[src/rtl/aesl_axis_stall_detector_if.sv]
// rtl/aesl_axis_stall_detector_if.sv - stream taps and block status bundle for the stall detector
// The monitor side (slave) only observes the stream handshakes and reports block status.
interface aesl_axis_stall_detector_if #(
    parameter int NUM_CH = 2
);
    localparam int CH_W = (NUM_CH > 1) ? $clog2(NUM_CH) : 1;

    logic [NUM_CH-1:0] ch_tvalid;
    logic [NUM_CH-1:0] ch_tready;
    logic [NUM_CH-1:0] ch_rd_wait;
    logic [NUM_CH-1:0] axis_block_sigs;
    logic [NUM_CH-1:0] block_is_full;
    logic              first_block_valid;
    logic [CH_W-1:0]   first_block_ch;

    modport master (
        output ch_tvalid,
        output ch_tready,
        output ch_rd_wait,
        input  axis_block_sigs,
        input  block_is_full,
        input  first_block_valid,
        input  first_block_ch
    );

    modport slave (
        input  ch_tvalid,
        input  ch_tready,
        input  ch_rd_wait,
        output axis_block_sigs,
        output block_is_full,
        output first_block_valid,
        output first_block_ch
    );
endinterface

[src/rtl/aesl_axis_stall_detector.sv]
// rtl/aesl_axis_stall_detector.sv - per-channel AXI-Stream stall/block detector with first-block capture
// Each channel counts consecutive stall cycles and declares a block after THRESH of them.
module aesl_axis_stall_detector #(
    parameter int NUM_CH = 2,
    parameter int CNT_W  = 16,
    parameter int THRESH = 1000
) (
    input  logic                     clock,
    input  logic                     reset,
    input  logic                     enable,
    input  logic                     clear,
    aesl_axis_stall_detector_if.slave axis
);
    localparam int CH_W = (NUM_CH > 1) ? $clog2(NUM_CH) : 1;
    localparam logic [CNT_W-1:0] CNT_LAST = CNT_W'(THRESH - 1);
    localparam logic [CNT_W-1:0] CNT_THR  = CNT_W'(THRESH);

    typedef enum logic [1:0] {
        ST_RUN   = 2'd0,
        ST_STALL = 2'd1,
        ST_BLOCK = 2'd2
    } ch_state_e;

    ch_state_e         state_q [NUM_CH];
    ch_state_e         state_d [NUM_CH];
    logic [CNT_W-1:0]  cnt_q   [NUM_CH];
    logic [CNT_W-1:0]  cnt_d   [NUM_CH];

    logic [NUM_CH-1:0] full_stall;
    logic [NUM_CH-1:0] empty_stall;
    logic [NUM_CH-1:0] stall;
    logic [NUM_CH-1:0] progress;
    logic [NUM_CH-1:0] enter_block;
    logic [NUM_CH-1:0] block_q;
    logic [NUM_CH-1:0] block_d;
    logic [NUM_CH-1:0] is_full_q;
    logic [NUM_CH-1:0] is_full_d;
    logic              first_valid_q;
    logic              first_valid_d;
    logic [CH_W-1:0]   first_ch_q;
    logic [CH_W-1:0]   first_ch_d;

    // Full: producer offers data nobody takes. Empty: consumer waits on no data.
    assign full_stall  = axis.ch_tvalid & ~axis.ch_tready;
    assign empty_stall = axis.ch_rd_wait & ~axis.ch_tvalid;
    assign stall       = full_stall | empty_stall;
    assign progress    = axis.ch_tvalid & axis.ch_tready;

    always_comb begin
        enter_block = '0;
        block_d     = '0;
        is_full_d   = is_full_q;
        for (int i = 0; i < NUM_CH; i++) begin
            state_d[i] = state_q[i];
            cnt_d[i]   = cnt_q[i];
            if (clear || !enable) begin
                state_d[i]   = ST_RUN;
                cnt_d[i]     = '0;
                is_full_d[i] = 1'b0;
            end else begin
                case (state_q[i])
                    ST_RUN: begin
                        cnt_d[i]     = '0;
                        is_full_d[i] = 1'b0;
                        if (stall[i]) begin
                            state_d[i] = ST_STALL;
                            cnt_d[i]   = CNT_W'(1);
                        end
                    end
                    ST_STALL: begin
                        if (progress[i] || !stall[i]) begin
                            state_d[i] = ST_RUN;
                            cnt_d[i]   = '0;
                        end else if (cnt_q[i] == CNT_LAST) begin
                            // Stall type may have flipped en route; the entry cycle decides it.
                            state_d[i]     = ST_BLOCK;
                            cnt_d[i]       = CNT_THR;
                            is_full_d[i]   = full_stall[i];
                            enter_block[i] = 1'b1;
                        end else begin
                            cnt_d[i] = cnt_q[i] + CNT_W'(1);
                        end
                    end
                    ST_BLOCK: begin
                        if (progress[i] || !stall[i]) begin
                            state_d[i]   = ST_RUN;
                            cnt_d[i]     = '0;
                            is_full_d[i] = 1'b0;
                        end else begin
                            cnt_d[i] = CNT_THR;
                        end
                    end
                    default: begin
                        state_d[i]   = ST_RUN;
                        cnt_d[i]     = '0;
                        is_full_d[i] = 1'b0;
                    end
                endcase
            end
            block_d[i] = (state_d[i] == ST_BLOCK);
        end
    end

    // Sticky capture of the first blocking channel; descending scan leaves the lowest index.
    always_comb begin
        first_valid_d = first_valid_q;
        first_ch_d    = first_ch_q;
        if (clear) begin
            first_valid_d = 1'b0;
            first_ch_d    = '0;
        end else if (!first_valid_q && (|enter_block)) begin
            first_valid_d = 1'b1;
            for (int i = NUM_CH - 1; i >= 0; i--) begin
                if (enter_block[i]) begin
                    first_ch_d = CH_W'(i);
                end
            end
        end
    end

    always_ff @(posedge clock or negedge reset) begin
        if (!reset) begin
            for (int i = 0; i < NUM_CH; i++) begin
                state_q[i] <= ST_RUN;
                cnt_q[i]   <= '0;
            end
            block_q       <= '0;
            is_full_q     <= '0;
            first_valid_q <= 1'b0;
            first_ch_q    <= '0;
        end else begin
            for (int i = 0; i < NUM_CH; i++) begin
                state_q[i] <= state_d[i];
                cnt_q[i]   <= cnt_d[i];
            end
            block_q       <= block_d;
            is_full_q     <= is_full_d;
            first_valid_q <= first_valid_d;
            first_ch_q    <= first_ch_d;
        end
    end

    assign axis.axis_block_sigs   = block_q;
    assign axis.block_is_full     = is_full_q;
    assign axis.first_block_valid = first_valid_q;
    assign axis.first_block_ch    = first_ch_q;

endmodule

[src/flat_wrapper.sv]
// flat-port wrapper written by rule: the top's interface ports become plain ports
module aesl_axis_stall_detector_flat 
#(
    parameter int NUM_CH = 2,
    parameter int CNT_W  = 16,
    parameter int THRESH = 1000
)
  (clock, reset, enable, clear, axis_ch_tvalid, axis_ch_tready, axis_ch_rd_wait, axis_axis_block_sigs, axis_block_is_full, axis_first_block_valid, axis_first_block_ch);
  aesl_axis_stall_detector_if #(.NUM_CH(NUM_CH)) axis_i ();
  input  logic clock;
  input  logic reset;
  input  logic enable;
  input  logic clear;
  input wire logic [$bits(axis_i.ch_tvalid)-1:0] axis_ch_tvalid;
  input wire logic [$bits(axis_i.ch_tready)-1:0] axis_ch_tready;
  input wire logic [$bits(axis_i.ch_rd_wait)-1:0] axis_ch_rd_wait;
  output wire logic [$bits(axis_i.axis_block_sigs)-1:0] axis_axis_block_sigs;
  output wire logic [$bits(axis_i.block_is_full)-1:0] axis_block_is_full;
  output wire logic [$bits(axis_i.first_block_valid)-1:0] axis_first_block_valid;
  output wire logic [$bits(axis_i.first_block_ch)-1:0] axis_first_block_ch;
  assign axis_i.ch_tvalid = axis_ch_tvalid;
  assign axis_i.ch_tready = axis_ch_tready;
  assign axis_i.ch_rd_wait = axis_ch_rd_wait;
  assign axis_axis_block_sigs = axis_i.axis_block_sigs;
  assign axis_block_is_full = axis_i.block_is_full;
  assign axis_first_block_valid = axis_i.first_block_valid;
  assign axis_first_block_ch = axis_i.first_block_ch;
  aesl_axis_stall_detector #(.NUM_CH(NUM_CH), .CNT_W(CNT_W), .THRESH(THRESH)) u_core (.clock(clock), .reset(reset), .enable(enable), .clear(clear), .axis(axis_i));
endmodule
[config.mk]
export PLATFORM = sky130hd
export DESIGN_NAME = aesl_axis_stall_detector_flat
export DESIGN_NICKNAME = d
export VERILOG_FILES = /design/src/rtl/aesl_axis_stall_detector_if.sv /design/src/rtl/aesl_axis_stall_detector.sv /design/src/flat_wrapper.sv
export SDC_FILE = /design/constraint.sdc
export NUM_CORES = 1
export LEC_CHECK = 0
export CORE_MARGIN = 1
export CORE_UTILIZATION = 53
export CTS_CLUSTER_SIZE = 10
export DETAILED_ROUTE_END_ITERATION = 8
export GPL_ROUTABILITY_DRIVEN = 0
export GPL_TIMING_DRIVEN = 0
export PLACE_DENSITY_LB_ADDON = 0.1
export REMOVE_ABC_BUFFERS = 1
export SYNTH_ARGS = -nofsm -noshare
export SYNTH_HDL_FRONTEND = slang
export SYNTH_SLANG_ARGS = --single-unit
[constraint.sdc]
create_clock -name clock -period 5.68 [get_ports clock]
set_input_delay 1.136 -clock clock [delete_from_list [all_inputs] [get_ports clock]]
set_output_delay 1.136 -clock clock [all_outputs]
set_load 0.1 [all_outputs]
==> qor.yml, run 1 <==
outcome: "finished, final reports clean"
cp_max_fo: 8
drv_cap: 0
clk_latency_ns: 0.29
dieHeight_um: 65.96
ys.flop_type: "dfrtp_1"
setup_viol: 0
clk_pin_slew_ns: 0.07
switching_share_pct: 21.18
dpl_cell_area_sq_um: 2327
h-tree-depth: 2
die_width_um: 65.96
ios: 16
synth-seq-cells: 42
hpwl_mm: 3.009
worstMarginPinSlew_ns: 0.9610
finClkSkew_ns: 0.004736
clockBufferDepth: 2
grt_pass1_wl_mm: 7.465
numPortBuffers: 15
synth_top_cell_area_share_pct: 48.47
cp.required_ns: 5.86
cts_setup_buffers: 0
rsz0062_at_grt: "no"
nets: 243
synth-edff-count: 0
grt_pass1_vias: 1688
drc: 0
postLayoutCellArea_sq_um: 2404
drt-wirelength-per-cell_um: 15.15
grt-ovfl-total: 0
critPathKind: "in2reg"
slew_viol_final: 0
grt_max_degree: 43
drt_iter0_drc: 87
hold_ws_ns: 0.4999
start_util_pct: 57.08
power_uw: 497.8
synth-seq-area-share_pct: 48.47
arrival_ns: 3.23
fin_setup_tns_ns: 0
drive_above_1_share_pct: 6.926
synth_top_area_cell: "dfrtp_1"
clock-sinks: 42
vias: 1643
post-route-period-util_pct: 53.77
antenna_found_initial: 0
power_frac_seq_pct: 60.6
intPower_uw: 392.4
max-vdd-ir-drop_v: 0.0001449
critPathLaunchType: "input port"
track_usage_pct: 23.13
cts_inserted_buffers: 5
fin_crit_ns: 3.054
cts_hold_buf: 0
drt_wl_total_mm: 4.228
row_count: 22
cts_tree: "built"
viasPerCell: 5.889
p_per_area_nw_per_um2: 207.1
dr.pass1.iters: 4
die_area_sq_um: 4351
area_delta_synth_final_pct: 10.85
relSlewSlack_pct: 35.73
placeableCoreArea_sq_um: 3799
p_comb_share_pct: 3.7
num_antenna_cells: 0
ys_async_sr_fraction_pct: 100.0
hold_viol_final: 0
power.share.clock_pct: 35.7
yosys-top-cells-area: "dfrtp_1 (48%), xor2_1 (6.5%), xnor2_1 (4.0%), nor2_1 (3.8%), nand4_1 (3.5%)"
cts-root-buf: "clkbuf_8"
ys_top_cells_by_count: "dfrtp_1 (42), nor2_1 (22), xor2_1 (16)"
syn_avg_cell_area_sq_um: 9.946
cts_resized: 0
ant_nets: 0
synth_area_sq_um: 2168
crit_path_end_kind: "flip-flop"
yosys_warnings: 0
hold_class: "reg2reg"
synth.most_common_cell: "dfrtp_1"
synthCells: 218
leakagePower_nw: 0.9599
p_sw_uw: 105.4
synth_cell_types: 37
max_freq_mhz: 327.4
-- per-stage QoR --
step / cells / worst slack [ns] / util (%)
floorplan: 209 / 3.133 / -
global placement: 272 / 2.360 / 61.40
detailed placement: 272 / 2.307 / 61.26
CTS: 279 / 2.629 / 63.27
global route: 279 / 2.501 / 63.27
finish: 279 / 2.626 / 63.27
-- metal layers --
| layer | track usage, % | vias up | wire [um] |
|---|---|---|---|
| met4 | 11.17 | 0 | 80 |
| met3 | 4.138 | 7 | 192 |
| met5 | 0 | - | 0 |
| li1 | - | 809 | - |
| met1 | 29.39 | 792 | 2006 |
| met2 | 37.88 | 35 | 1947 |
-- cells by family (layout without fill, tap and decap cells) --
logic type,after synthesis,after routing,share of synthesized area (%)
buf+inv,16,29,3.347
flops,42,42,48.47
simple gates,103,103,27.87
xor+xnor,26,26,10.50
fa+ha+maj,2,2,1.154
compound gates,29,29,8.656
-- worst max-delay path, stage by stage --
cell and delay [ns]:
clkdlybuf4s50_1 0.50, and4bb_2 0.36, o21ai_0 0.27, or4_1 0.63, o221a_2 0.33
-- flip-flops by register name (all words and copies together) (netlist names) --
| register | flops |
|---|---|
| u_core.axis.block_is_full | 2 |
| u_core.state_q | 4 |
| u_core.axis.first_block_valid | 1 |
| u_core.axis.axis_block_sigs | 2 |
| u_core.axis.first_block_ch | 1 |
| u_core.cnt_q | 32 |
-- cells in the final DEF, fill, tap and decap left out, drive strengths merged, types with 2 or more instances in the layout --
| cell type | count |
|---|---|
| nand3 | 14 |
| nor4 | 6 |
| dfrtp | 42 |
| nand4 | 12 |
| nand2b | 2 |
| ha | 2 |
| or4b | 2 |
| inv | 7 |
| o21ai | 15 |
| clkdlybuf4s50 | 14 |
| nand4b | 3 |
| and2 | 3 |
| clkbuf | 7 |
| nor2 | 22 |
| o211ai | 5 |
| or3 | 5 |
| xor2 | 16 |
| xnor2 | 10 |
| o21a | 2 |
| a21oi | 4 |
| or4 | 7 |
| nand2 | 12 |
| and3 | 2 |
| and4 | 5 |
| nor2b | 3 |
-- worst paths after layout --
check                                  start  slack [ns]                            to  depth (start not counted)
max in group asynchronous              reset        4.15              u_core.cnt_q[11]                          1
hold reg to reg            u_core.state_q[0]        0.50             u_core.state_q[0]                          1
setup reg to reg            u_core.cnt_q[28]        3.55    u_core.axis.first_block_ch                          3
setup / recovery                       clear        2.63    u_core.axis.first_block_ch                          5
min in group asynchronous              reset        0.97  u_core.axis.block_is_full[1]                          1
hold / removal             u_core.state_q[0]        0.50             u_core.state_q[0]                          1
-- power by group through the flow --
| stage | Combinational [mW] | Sequential [mW] | Clock, mW |
|---|---|---|---|
| 2_1_floorplan | 0.00514 | 0.307 | 0 |
| 3_3_place_gp | 0.0189 | 0.307 | 0 |
| 3_5_place_dp | 0.0194 | 0.307 | 0 |
| 4_1_cts | 0.0194 | 0.302 | 0.185 |
| 5_1_grt | 0.0215 | 0.302 | 0.197 |
| 6_report | 0.0187 | 0.302 | 0.177 |
-- final cells by class --
class / count / area, sq um
Clock buffer: 7 / 76.32
Timing Repair Buffer: 15 / 145.1
Inverter: 7 / 26.28
Multi-Input combinational cell: 160 / 1045
Sequential cell: 42 / 1051
Tap cell: 48 / 60.06
Fill cell: 327 / 1395
Note: power is estimated with default switching activity, not from simulation.
==> inputs of run 2 (changes only) <==
Settings changed: CORE_UTILIZATION 53 to 52.
Clock period 5.68 ns to 2.6 ns, I/O delays scaled along.
==> qor.yml, run 2 (synthesis gave the netlist of run 1 again) <==
outcome: "finished, final reports clean"  # unchanged
ant_nets: 0  # unchanged
finClkSkew_ns: 0.007685  # was 0.004736 ns
seqCellArea_sq_um: 1051  # unchanged
critPathCapture: "u_core.axis.first_block_ch"  # unchanged
start_util_pct: 54.21  # was 57.08%
dieHeight_um: 66.58  # was 65.96 um
worstMarginPinSlew_ns: 0.9703  # was 0.9610 ns
max_freq_mhz: 414.0
critPathKind: "in2reg"  # unchanged
critPathLaunchType: "input port"  # unchanged
nets: 243  # unchanged
grt-ovfl-total: 0  # unchanged
hold_viol_final: 0  # unchanged
cts_setup_buffers: 0  # unchanged
timing.rr.end: "u_core.cnt_q[30]"  # was u_core.axis.first_block_ch
die_width_um: 66.58  # was 65.96 um
p_sw_uw: 242.8  # was 105.4 uW
power.share.clock_pct: 42.7  # was 35.7%
drc: 0  # unchanged
cts_inserted_buffers: 5  # unchanged
cts-root-buf: "clkbuf_8"  # unchanged
crit_start: "clear"  # unchanged
crit_path_end_kind: "flip-flop"  # unchanged
clk_latency_ns: 0.30  # was 0.29 ns
postLayoutCellArea_sq_um: 2442  # was 2404 sq um
p_comb_share_pct: 3.4  # was 3.7%
num_antenna_cells: 0  # unchanged
rsz0062_at_grt: "no"  # unchanged
clockBufferDepth: 2  # unchanged
cp_max_fo: 8  # unchanged
grt_pass1_wl_mm: 7.686  # was 7.465 mm
die_area_sq_um: 4432  # was 4351 sq um
drt_wl_total_mm: 4.429  # was 4.228 mm
dpl.cell_count: 274  # was 272
r2r_slack_ns: 0.47  # was 3.55 ns
fillers: 333  # was 327
cts_hold_buf: 0  # unchanged
worstPathCellList: "clkdlybuf4s50_1 > and4bb_2 > o21ai_0 > or4_1 > o221a_2"  # unchanged
layout_commonest_cell: "dfrtp_1"  # unchanged
hold_class: "in2async"  # was reg2reg
setup_viol: 0  # unchanged
fin_crit_ns: 2.416
slew_viol_final: 0  # unchanged
placeableCoreArea_sq_um: 4000  # was 3799 sq um
max_stage_delay_ns: 0.62  # was 0.63 ns
grt_max_degree: 43  # unchanged
largestRegisters: "u_core.cnt_q: 32 flops, u_core.state_q: 4 flops"  # unchanged
reg2regPathDepth: 4  # was 3
drv_cap: 0  # unchanged
cts_resized: 0  # unchanged
largest_register: "u_core.cnt_q"  # unchanged
grt_pass1_vias: 1675  # was 1688
clock-sinks: 42  # unchanged
numPortBuffers: 15  # unchanged
vias: 1678  # was 1643
leakagePower_nw: 0.9789  # was 0.9599 nW
power_frac_seq_pct: 53.9  # was 60.6%
dpl_cell_area_sq_um: 2330  # was 2327 sq um
slowest_stage: "or4_1"  # unchanged
layout_common_cells: "dfrtp_1 (42), nor2_1 (22), xor2_1 (16)"  # unchanged
cp.required_ns: 2.78  # was 5.86 ns
h-tree-depth: 2  # unchanged
r2r-start: "u_core.cnt_q[28]"  # unchanged
post-route-period-util_pct: 92.91
relSlewSlack_pct: 35.11  # was 35.73%
max-vdd-ir-drop_v: 0.0003289  # was 0.0001449 V
antenna_found_initial: 0  # unchanged
hpwl_mm: 3.212  # was 3.009 mm
dr.pass1.iters: 4  # unchanged
drt_iter0_drc: 110  # was 87
switching_share_pct: 19.87  # was 21.18%
largest_reg_flops: 32  # unchanged
power_mw: 1.222  # was 497.8 uW
arrival_ns: 2.60  # was 3.23 ns
drive_above_1_share_pct: 7.792  # was 6.926%
multi_input_area_sq_um: 1045  # unchanged
viasPerCell: 5.972  # was 5.889
final_cell_count_no_fill: 281  # was 279
ios: 16  # unchanged
track_usage_pct: 23.26  # was 23.13%
row_count: 23  # was 22
p_per_area_nw_per_um2: 500.4  # was 207.1 nW/um^2
area_delta_synth_final_pct: 12.64  # was 10.85%
intPower_uw: 979.3  # was 392.4 uW
drt-wirelength-per-cell_um: 15.76  # was 15.15 um
clk_pin_slew_ns: 0.07  # about the same
cts_tree: "built"  # unchanged
## run 2: cell count changes in the layout (fill, tap and decap cells not counted), sizes merged
cell,before,now
clkbuf,7,6
bufinv,0,1
## run 2: how the worst min path moves through the flow
| stage | startpoint | endpoint | depth (start not counted) |
|---|---|---|---|
| after floorplan | reset | u_core.axis.axis_block_sigs[0] | 0 |
| after global placement | u_core.state_q[0] | u_core.state_q[0] | 1 |
| after detailed placement | u_core.state_q[0] | u_core.state_q[0] | 1 |
| after CTS | reset | u_core.axis.block_is_full[0] | 1 |
| after global routing | reset | u_core.axis.block_is_full[1] | 1 |
| final | reset | u_core.axis.block_is_full[1] | 1 |
## run 2: final cells by class
| class | count | share of cell area (%) |
|---|---|---|
| well taps | 50 | 2.561 |
| clock buffers | 6 | 3.381 |
| repair buffers | 15 | 5.943 |
| multi-input cells | 160 | 42.78 |
| inverters | 7 | 1.076 |
| flip-flops and latches | 42 | 43.03 |
| clock inverters | 1 | 1.230 |
## run 2: critical path: cells and delay by family
| family | cells | cell delay, ns |
|---|---|---|
| AO/OA/AOI/OAI | 2 | 0.59 |
| buffers and inverters | 1 | 0.50 |
| AND/OR/NAND/NOR | 2 | 0.98 |
## run 2: stage by stage
stage / hold slack [ns] / setup slack, ns / util, % / TNS, ns
after floorplan: 0.2244 / 0.6144 / - / 0
after global placement: 0.4716 / -0.1143 / 58.37 / -0.1143
after detailed placement: 0.4817 / -0.1204 / 58.24 / -0.1204
after CTS: 0.3817 / 0.1870 / 61.06 / 0
after global routing: 0.4299 / 0.08079 / 61.06 / 0
final: 0.3507 / 0.1843 / 61.06 / 0
## run 2: per-layer routing
layer  vias to the layer above  GRT usage (%)  share of wire, %
met4                         0          6.649              0.95
met2                        42          37.88                47
met5                         -              0                 0
met3                         5          5.651               4.1
li1                        813              -                 -
met1                       818          30.49                48
## run 2: power by group through the flow
stage / sequential (mW) / combinational, mW / clock [mW]
after floorplan: 0.671 / 0.0112 / 0
after global placement: 0.672 / 0.0415 / 0
after detailed placement: 0.672 / 0.0424 / 0
after CTS: 0.659 / 0.0428 / 0.531
after global routing: 0.659 / 0.0477 / 0.572
final: 0.659 / 0.0416 / 0.522
==> inputs of run 3 (changes only) <==
--- a/config.mk
+++ b/config.mk
@@ -7,3 +7,2 @@
 export LEC_CHECK = 0
-export CORE_MARGIN = 1
 export CORE_UTILIZATION = 52
@@ -15,2 +14,3 @@
 export REMOVE_ABC_BUFFERS = 1
+export SKIP_CTS_REPAIR_TIMING = 1
 export SYNTH_ARGS = -nofsm -noshare
--- a/constraint.sdc
+++ b/constraint.sdc
@@ -3,2 +3,2 @@
 set_output_delay 0.52 -clock clock [all_outputs]
-set_load 0.1 [all_outputs]
+set_load 0.02 [all_outputs]
==> results of run 3 <==
The final DEF is identical to that of run 2. Status: finished, final reports clean.
